### config.mk
export PLATFORM = sky130hd
export DESIGN_NAME = pos_input_ring_node_buf
export DESIGN_NICKNAME = d
export VERILOG_FILES = /design/src/rtl/pos_input_ring_node_buf_pkg.sv /design/src/rtl/pos_input_ring_node_buf_fifo.sv /design/src/rtl/pos_input_ring_node_buf.sv
export SDC_FILE = /design/constraint.sdc
export NUM_CORES = 1
export LEC_CHECK = 0
export CORE_ASPECT_RATIO = 1.4
export CORE_MARGIN = 4
export CORE_UTILIZATION = 42
export CTS_CLUSTER_DIAMETER = 40
export DETAILED_ROUTE_END_ITERATION = 10
export DONT_BUFFER_PORTS = 1
export MAX_ROUTING_LAYER = met4
export PLACE_DENSITY = 0.67
export SYNTH_ARGS = -nofsm -noshare
export SYNTH_HDL_FRONTEND = slang
export SYNTH_SLANG_ARGS = --single-unit
### constraint.sdc
create_clock -name clk -period 16.9 [get_ports clk]
set_input_delay 2.535 -clock clk [delete_from_list [all_inputs] [get_ports clk]]
set_output_delay 2.535 -clock clk [all_outputs]
set_load 0.005 [all_outputs]
### src/rtl/pos_input_ring_node_buf_pkg.sv
// ============================================================================
// Module  : pos_input_ring_node_buf_pkg
// Brief   : Widths, ring slot struct and cell-hit helpers for the position ring.
// Revision: 1.0
// ============================================================================
`default_nettype none

package pos_input_ring_node_buf_pkg;

    localparam int GLOBAL_CELL_ID_WIDTH    = 3;
    localparam int GCID_WIDTH              = 3 * GLOBAL_CELL_ID_WIDTH;
    localparam int OFFSET_PKT_STRUCT_WIDTH = 24;
    localparam int NODE_ID_WIDTH           = 4;
    localparam int NB_CELL_COUNT_WIDTH     = 4;
    localparam int POS_PKT_STRUCT_WIDTH    = GCID_WIDTH + OFFSET_PKT_STRUCT_WIDTH;

    typedef struct packed {
        logic [OFFSET_PKT_STRUCT_WIDTH-1:0] offset_pkt;
        logic [GCID_WIDTH-1:0]              gcid;
        logic [NODE_ID_WIDTH-1:0]           node_id;
        logic [NB_CELL_COUNT_WIDTH-1:0]     lifetime;
    } pos_ring_slot_t;

    localparam int POS_RING_SLOT_WIDTH = $bits(pos_ring_slot_t);

    // A source cell is a target when it is the home cell or its +1 neighbour
    // in every dimension (modulo the global grid).
    function automatic logic check_pos_input_ring_target_hit(
        input logic [GCID_WIDTH-1:0]           src_gcid,
        input logic [GLOBAL_CELL_ID_WIDTH-1:0] home_x,
        input logic [GLOBAL_CELL_ID_WIDTH-1:0] home_y,
        input logic [GLOBAL_CELL_ID_WIDTH-1:0] home_z
    );
        logic [GLOBAL_CELL_ID_WIDTH-1:0] dx, dy, dz;
        dx = src_gcid[GLOBAL_CELL_ID_WIDTH-1:0] - home_x;
        dy = src_gcid[2*GLOBAL_CELL_ID_WIDTH-1:GLOBAL_CELL_ID_WIDTH] - home_y;
        dz = src_gcid[3*GLOBAL_CELL_ID_WIDTH-1:2*GLOBAL_CELL_ID_WIDTH] - home_z;
        return (dx[GLOBAL_CELL_ID_WIDTH-1:1] == '0) &&
               (dy[GLOBAL_CELL_ID_WIDTH-1:1] == '0) &&
               (dz[GLOBAL_CELL_ID_WIDTH-1:1] == '0);
    endfunction

    function automatic logic [GCID_WIDTH-1:0] compute_nb_cid(
        input logic [GCID_WIDTH-1:0]           src_gcid,
        input logic [GLOBAL_CELL_ID_WIDTH-1:0] home_x,
        input logic [GLOBAL_CELL_ID_WIDTH-1:0] home_y,
        input logic [GLOBAL_CELL_ID_WIDTH-1:0] home_z
    );
        logic [GLOBAL_CELL_ID_WIDTH-1:0] dx, dy, dz;
        dx = src_gcid[GLOBAL_CELL_ID_WIDTH-1:0] - home_x;
        dy = src_gcid[2*GLOBAL_CELL_ID_WIDTH-1:GLOBAL_CELL_ID_WIDTH] - home_y;
        dz = src_gcid[3*GLOBAL_CELL_ID_WIDTH-1:2*GLOBAL_CELL_ID_WIDTH] - home_z;
        return {dz, dy, dx};
    endfunction

endpackage

`default_nettype wire

### src/rtl/pos_input_ring_node_buf_fifo.sv
// ============================================================================
// Module  : md_sync_fifo
// Brief   : Show-ahead synchronous FIFO; a push on a full FIFO lands if it pops.
// Revision: 1.0
// ============================================================================
`default_nettype none

module md_sync_fifo #(
    parameter int WIDTH = 8,
    parameter int DEPTH = 4,
    localparam int AW   = $clog2(DEPTH)
) (
    input  logic             clk,
    input  logic             rst,
    input  logic             i_push,
    input  logic [WIDTH-1:0] i_push_data,
    input  logic             i_pop,
    output logic [WIDTH-1:0] o_head,
    output logic             o_full,
    output logic             o_empty,
    output logic [AW:0]      o_count
);

    logic [WIDTH-1:0] r_mem [DEPTH];
    logic [AW-1:0]    r_wr_ptr;
    logic [AW-1:0]    r_rd_ptr;
    logic [AW:0]      r_count;
    logic             w_do_pop;
    logic             w_do_push;

    assign o_full    = (r_count == (AW+1)'(DEPTH));
    assign o_empty   = (r_count == '0);
    assign o_count   = r_count;
    assign o_head    = r_mem[r_rd_ptr];
    assign w_do_pop  = i_pop && !o_empty;
    assign w_do_push = i_push && (!o_full || w_do_pop);

    always_ff @(posedge clk) begin
        if (w_do_push) begin
            r_mem[r_wr_ptr] <= i_push_data;
        end
    end

    always_ff @(posedge clk or negedge rst) begin
        if (!rst) begin
            r_wr_ptr <= '0;
            r_rd_ptr <= '0;
            r_count  <= '0;
        end else begin
            if (w_do_push) begin
                r_wr_ptr <= r_wr_ptr + AW'(1);
            end
            if (w_do_pop) begin
                r_rd_ptr <= r_rd_ptr + AW'(1);
            end
            case ({w_do_push, w_do_pop})
                2'b10:   r_count <= r_count + (AW+1)'(1);
                2'b01:   r_count <= r_count - (AW+1)'(1);
                default: r_count <= r_count;
            endcase
        end
    end

endmodule

`default_nettype wire

### src/rtl/pos_input_ring_node_buf.sv
// ============================================================================
// Module  : pos_input_ring_node_buf
// Brief   : Buffered position-input ring node: PE delivery and local injection.
// Revision: 1.0
// ============================================================================
`default_nettype none

module pos_input_ring_node_buf
    import pos_input_ring_node_buf_pkg::*;
#(
    parameter int NUM_FOLDS      = 1,
    parameter int NUM_CELL_FOLDS = NUM_FOLDS,
    parameter logic [NUM_CELL_FOLDS-1:0][GLOBAL_CELL_ID_WIDTH-1:0] GCELL_X = '0,
    parameter logic [NUM_CELL_FOLDS-1:0][GLOBAL_CELL_ID_WIDTH-1:0] GCELL_Y = '0,
    parameter logic [NUM_CELL_FOLDS-1:0][GLOBAL_CELL_ID_WIDTH-1:0] GCELL_Z = '0,
    parameter int LOCAL_FIFO_DEPTH   = 8,
    parameter int PE_FIFO_DEPTH      = 4,
    parameter int LOCAL_AFULL_MARGIN = 2
) (
    input  logic                               clk,
    input  logic                               rst,
    input  logic [OFFSET_PKT_STRUCT_WIDTH-1:0] i_source_offset_pkt,
    input  logic [GCID_WIDTH-1:0]              i_source_gcid,
    input  logic [NODE_ID_WIDTH-1:0]           i_source_node_id,
    input  logic [NB_CELL_COUNT_WIDTH-1:0]     i_source_lifetime,
    input  logic [OFFSET_PKT_STRUCT_WIDTH-1:0] i_local_offset_pkt,
    input  logic [GCID_WIDTH-1:0]              i_local_gcid,
    input  logic [NODE_ID_WIDTH-1:0]           i_local_node_id,
    input  logic [NB_CELL_COUNT_WIDTH-1:0]     i_local_lifetime,
    input  logic                               i_local_valid,
    output logic                               o_local_ready,
    output logic                               o_local_afull,
    output logic [OFFSET_PKT_STRUCT_WIDTH-1:0] o_offset_pkt_to_ring,
    output logic [GCID_WIDTH-1:0]              o_gcid_to_ring,
    output logic [NODE_ID_WIDTH-1:0]           o_node_id_to_ring,
    output logic [NB_CELL_COUNT_WIDTH-1:0]     o_lifetime_to_ring,
    output logic [POS_PKT_STRUCT_WIDTH-1:0]    o_pos_pkt_to_pe,
    output logic [NODE_ID_WIDTH-1:0]           o_node_id_to_pe,
    output logic                               o_pos_pkt_to_pe_valid,
    input  logic                               i_pe_ready,
    output logic [15:0]                        o_hit_stall_cnt,
    output logic                               o_node_empty
);

    localparam int LAW         = $clog2(LOCAL_FIFO_DEPTH);
    localparam int PAW         = $clog2(PE_FIFO_DEPTH);
    localparam int PE_WIDTH    = POS_PKT_STRUCT_WIDTH + NODE_ID_WIDTH;
    localparam int c_afull_lvl = (LOCAL_AFULL_MARGIN >= LOCAL_FIFO_DEPTH) ? 0
                                 : LOCAL_FIFO_DEPTH - LOCAL_AFULL_MARGIN;

    pos_ring_slot_t                     r_ring;
    logic [15:0]                        r_stall_cnt;
    pos_ring_slot_t                     w_ring_nxt;
    pos_ring_slot_t                     w_local_in;
    logic [POS_RING_SLOT_WIDTH-1:0]     w_local_head;
    logic                               w_local_full, w_local_empty, w_local_pop;
    logic [LAW:0]                       w_local_count;
    logic [PE_WIDTH-1:0]                w_pe_in, w_pe_head;
    logic                               w_pe_full, w_pe_empty, w_pe_pop, w_pe_push;
    logic [PAW:0]                       w_pe_count;
    logic                               w_slot_valid, w_hit, w_stall, w_slot_free;
    logic [GCID_WIDTH-1:0]              w_cid;
    logic [NB_CELL_COUNT_WIDTH-1:0]     w_fwd_lifetime;

    // Lowest-numbered matching fold supplies the neighbour cid.
    always_comb begin
        w_hit = 1'b0;
        w_cid = '0;
        for (int f = NUM_CELL_FOLDS - 1; f >= 0; f--) begin
            if (check_pos_input_ring_target_hit(i_source_gcid, GCELL_X[f], GCELL_Y[f], GCELL_Z[f])) begin
                w_hit = 1'b1;
                w_cid = compute_nb_cid(i_source_gcid, GCELL_X[f], GCELL_Y[f], GCELL_Z[f]);
            end
        end
    end

    assign w_slot_valid   = (i_source_lifetime != '0);
    assign w_pe_pop       = !w_pe_empty && i_pe_ready;
    assign w_pe_push      = w_slot_valid && w_hit && (!w_pe_full || w_pe_pop);
    assign w_stall        = w_slot_valid && w_hit && !w_pe_push;
    assign w_fwd_lifetime = w_pe_push ? (i_source_lifetime - NB_CELL_COUNT_WIDTH'(1))
                                      : i_source_lifetime;
    assign w_slot_free    = (w_fwd_lifetime == '0);
    assign w_local_pop    = w_slot_free && !w_local_empty;
    assign w_pe_in        = {w_cid, i_source_offset_pkt, i_source_node_id};
    assign w_local_in     = '{offset_pkt: i_local_offset_pkt, gcid: i_local_gcid,
                              node_id: i_local_node_id, lifetime: i_local_lifetime};

    always_comb begin
        w_ring_nxt          = r_ring;
        w_ring_nxt.lifetime = '0;
        if (!w_slot_free) begin
            w_ring_nxt = '{offset_pkt: i_source_offset_pkt, gcid: i_source_gcid,
                           node_id: i_source_node_id, lifetime: w_fwd_lifetime};
        end else if (w_local_pop) begin
            w_ring_nxt = pos_ring_slot_t'(w_local_head);
        end
    end

    always_ff @(posedge clk or negedge rst) begin
        if (!rst) begin
            r_ring      <= '0;
            r_stall_cnt <= '0;
        end else begin
            r_ring <= w_ring_nxt;
            if (w_stall && (r_stall_cnt != 16'hFFFF)) begin
                r_stall_cnt <= r_stall_cnt + 16'd1;
            end
        end
    end

    md_sync_fifo #(.WIDTH(POS_RING_SLOT_WIDTH), .DEPTH(LOCAL_FIFO_DEPTH)) u_local_fifo (
        .clk        (clk),
        .rst        (rst),
        .i_push     (i_local_valid),
        .i_push_data(w_local_in),
        .i_pop      (w_local_pop),
        .o_head     (w_local_head),
        .o_full     (w_local_full),
        .o_empty    (w_local_empty),
        .o_count    (w_local_count)
    );

    md_sync_fifo #(.WIDTH(PE_WIDTH), .DEPTH(PE_FIFO_DEPTH)) u_pe_fifo (
        .clk        (clk),
        .rst        (rst),
        .i_push     (w_pe_push),
        .i_push_data(w_pe_in),
        .i_pop      (w_pe_pop),
        .o_head     (w_pe_head),
        .o_full     (w_pe_full),
        .o_empty    (w_pe_empty),
        .o_count    (w_pe_count)
    );

    assign o_local_ready         = !w_local_full;
    assign o_local_afull         = (32'(w_local_count) >= c_afull_lvl);
    assign o_offset_pkt_to_ring  = r_ring.offset_pkt;
    assign o_gcid_to_ring        = r_ring.gcid;
    assign o_node_id_to_ring     = r_ring.node_id;
    assign o_lifetime_to_ring    = r_ring.lifetime;
    assign o_pos_pkt_to_pe_valid = !w_pe_empty;
    // Head is blanked while empty so the PE never sees stale payload.
    assign o_pos_pkt_to_pe       = w_pe_empty ? '0 : w_pe_head[PE_WIDTH-1:NODE_ID_WIDTH];
    assign o_node_id_to_pe       = w_pe_empty ? '0 : w_pe_head[NODE_ID_WIDTH-1:0];
    assign o_hit_stall_cnt       = r_stall_cnt;
    assign o_node_empty          = !w_slot_valid && w_local_empty && (w_pe_count == '0) &&
                                   (r_ring.lifetime == '0);

endmodule

`default_nettype wire

==> results by group <==
Drt
  • Antenna Nets Post-Route: 0
  • Routed vias: 9,999
  • DR pass1 iterations: 4
  • DR vias/cell: 5.48
  • Routed WL per cell: 24.0 µm
  • Iteration-0 DRC count of the detailed router: 774
  • Remaining DRCs: 0
  • Routed WL: 43,900 µm

Global routing
  • GR Layer Usage met2: 27.9%
  • Remaining Overflow, GRT: 0
  • Vias in the first global route: 10,500
  • GRT Max-Usage Layer: met2
  • Pin count of the biggest net entering global routing: 78
  • First-pass GRT wire length: 67,300 µm
  • GRT met1 Usage: 19.1%
  • Initial antenna violation count: 2
  • Global routing usage on met3: 3.64%
  • GRT Util Overall: 16.2%

STA
  • Post-Route Setup TNS: 0 ns
  • Tmin final: 6.18 ns
  • Slew headroom: 17.8%
  • Slew Limit Fails: 0
  • Setup Skew: 0.0207 ns
  • Final setup violation count: 0
  • Final Hold Fails: 0
  • Hold slack final: 0.517 ns
  • Period utilization: 36.5%
  • Worst-Margin Slew: 1.23 ns
  • RSZ-0062 raised after global routing: false
  • Max Clock Freq: 162 MHz

CTS
  • Later-pin clock latency in the skew report: 0.59 ns
  • Post-CTS Hold Buffers: 0
  • Clock transition at path regs: 0.06 ns
  • Clock root cell: clkbuf_16
  • H-tree levels: 2
  • CTS tree: built
  • CTS Sinks: 550
  • Clock Path Buffers: 3
  • Total CTS buffers: 53
  • Post-CTS Setup Inserts: 0
  • Cts repair resizes: 0

Synth
  • Synth warnings: 0
  • Flops & latches, synth: 550
  • Post-synth top flop: edfxtp_1
  • Sequential area share after synthesis: 73.9%
  • Async SR Flop Fraction: 13.5%
  • Largest family of logic cells by synthesized area: multiplexers
  • Post-Synthesis Cell Area: 0.0219 mm²
  • EDFF count, synth: 476
  • Simple-gate share of the synthesized area: 4.07%
  • Syn avg cell area: 20.1 µm²
  • Adder-Cell Fraction of Synth Area: 0.836%
  • Post-Syn Instances: 1,086
  • Compound-gate portion of the synthesized area: 1.64%
  • Mux contribution to synthesized area: 17.0%
  • Synth cell types: 55
  • Post-synthesis xor/xnor area fraction: 1.24%

Pwr
  • Worst VDD drop: 0.0000831 V
  • Part of the power in registers: 46.4%
  • Switch share: 28.2%
  • Switching power of the nets: 1.07 mW
  • Internal power: 2.72 mW
  • Leak: 8.13 nW
  • Pwr Density: 154 mW/mm²
  • Clock power share: 30.6%
  • Logic pwr share: 23.0%

Floorplan
  • Num rows: 98
  • Core Region: 0.0513 mm²
  • Initial Utilization: 42.6%
  • Die W: 201 µm
  • Die Y: 278 µm
  • Ports: 184
  • DIE AREA: 0.0558 mm²

Setup path
  • FF-to-FF Start: u_pe_fifo.o_count[0]
  • Crit-path max FO: 4
  • Setup CP Type: input port to primary output
  • Worst Path Arrival: 3.64 ns
  • Setup crit start: i_source_lifetime[0]
  • CP required: 14.37 ns
  • Critical path destination: o_node_empty
  • Reg2Reg Setup Slack: 12.56 ns
  • Reg2Reg Depth: 7
  • Critical path's top delay family: simple AND/OR/NAND/NOR gates
  • CP max stage cell: or3b_1
  • Nature of the critical path endpoint: primary output
  • Worst Setup Start Kind: input port
  • WP buf/inv: 1
  • Worst R2R End: u_local_fifo.r_mem[4][27]
  • Critical Path, Cell by Cell: inv_1 > ha_1 > or3b_1 > nor4bb_1
  • Levels on crit path: 4
  • Largest stage delay, worst path: 0.42 ns

Placement
  • Detailed placement HPWL: 27,400 µm
  • # port buffers: 0
  • GPL Wtd Cong: 0.832

Run
  • Max-cap violations: 0

Layout
  • Filler cells: 4,173
  • Layout cells sized above 1: 24.6%
  • Post-layout nets: 1,232
  • Area growth syn-to-layout: 12.1%

Min path
  • Worst Hold Class: flip-flop to flip-flop

Status
  • Run status: complete, no violations
## registers in the layout, indices dropped and copies added, names as in the netlist
| signal | cells |
|---|---|
| o_offset_pkt_to_ring | 24 |
| u_pe_fifo.r_rd_ptr | 2 |
| u_local_fifo.r_mem | 328 |
| o_hit_stall_cnt | 16 |
| u_local_fifo.r_rd_ptr | 3 |
| u_local_fifo.o_count | 4 |
| o_node_id_to_ring | 4 |
| o_lifetime_to_ring | 4 |
| u_pe_fifo.r_wr_ptr | 2 |
| u_pe_fifo.r_mem | 148 |
| o_gcid_to_ring | 9 |
| u_pe_fifo.o_count | 3 |
| u_local_fifo.r_wr_ptr | 3 |
## power groups by stage
stage          Clock [mW]  Sequential, mW  Combinational [mW]
2_1_floorplan           0            1.71               0.718
3_3_place_gp            0            1.78               0.889
3_5_place_dp            0            1.79               0.898
4_1_cts              1.19            1.76               0.899
5_1_grt              1.25            1.77               0.957
6_report             1.16            1.76               0.870
## cell type report
| cell class | count | area [µm²] | share of cell area (%) |
|---|---|---|---|
| diodes | 2 | 5.00 | 0.0204 |
| clock buffers | 58 | 1370 | 5.57 |
| clock inverters | 39 | 370 | 1.51 |
| inverters | 15 | 56.3 | 0.230 |
| multi-input cells | 493 | 5600 | 22.8 |
| flip-flops and latches | 550 | 16200 | 65.9 |
| well taps | 650 | 813 | 3.32 |
| repair buffers | 19 | 143 | 0.582 |
## worst reg2reg max path: stages (launching register included)
cell,delay [ns]
dfrtp_1,0.43
or4b_4,0.56
nand4_1,0.11
buf_4,0.25
mux2i_2,0.51
a31oi_1,0.50
nor4b_2,1.00
buf_4,0.59
## how the worst min path moves through the flow
stage	start	endpoint	slack (ns)	cells after the start
after floorplan	u_pe_fifo.o_count[2]	u_pe_fifo.o_count[2]	0.46	1
final	u_pe_fifo.o_count[2]	u_pe_fifo.o_count[2]	0.52	1
after global routing	u_pe_fifo.o_count[2]	u_pe_fifo.o_count[2]	0.53	1
after CTS	u_pe_fifo.o_count[2]	u_pe_fifo.o_count[2]	0.51	1
after detailed placement	u_pe_fifo.o_count[2]	u_pe_fifo.o_count[2]	0.51	1
after global placement	u_pe_fifo.o_count[2]	u_pe_fifo.o_count[2]	0.48	1
## placed cells by master (no fill, tap or decap), types with 24 or more instances in the layout
| master | count |
|---|---|
| and2_1 | 39 |
| nand2_1 | 53 |
| dfrtp_1 | 69 |
| edfxtp_1 | 476 |
| mux2_4 | 30 |
| clkbuf_16 | 54 |
| o21ai_0 | 42 |
| mux4_2 | 119 |
| mux2i_1 | 42 |
| conb_1 | 24 |
## routing by layer
metal	vias up	part of all wire, %
met2	245	53
met5	-	0
li1	4429	-
met1	5250	38
met3	75	5.7
met4	0	3.0
## cell families after synthesis
group / Yosys count
other: 1
AO/OA/AOI/OAI: 62
adder cells (fa/ha/maj): 14
AND/OR/NAND/NOR: 158
XOR/XNOR: 30
buffers and inverters: 66
flip-flops: 550
multiplexers: 205
## per-stage QoR
step           instances  util, %  setup slack, ns  total power [mW]  instance area [µm²]
4_1_cts             1824     47.8            10.74              3.85                24500
5_1_grt             1826     47.8            10.63              3.98                24500
3_5_place_dp        1727     44.4            10.24              2.69                22800
2_1_floorplan       1109        -             7.94              2.43                21900
3_3_place_gp        1727     44.4            10.39              2.67                22800
6_report            1826     47.8            10.72              3.78                24500
## cell usage after synthesis, types with 11 or more instances
cell type,number,area share (%)
mux2_4,30,2.1
ha_1,13,0.74
xor2_1,11,0.44
o21ai_0,42,0.96
xnor2_1,18,0.72
and2_1,39,1.1
dfrtp_1,74,8.5
mux4_2,119,12
nand2_1,53,0.91
edfxtp_1,476,65
clkbuf_1,30,0.52
mux2i_1,42,1.9
mux2_2,12,0.62
inv_1,15,0.26
(Power assumes the default switching activity.)
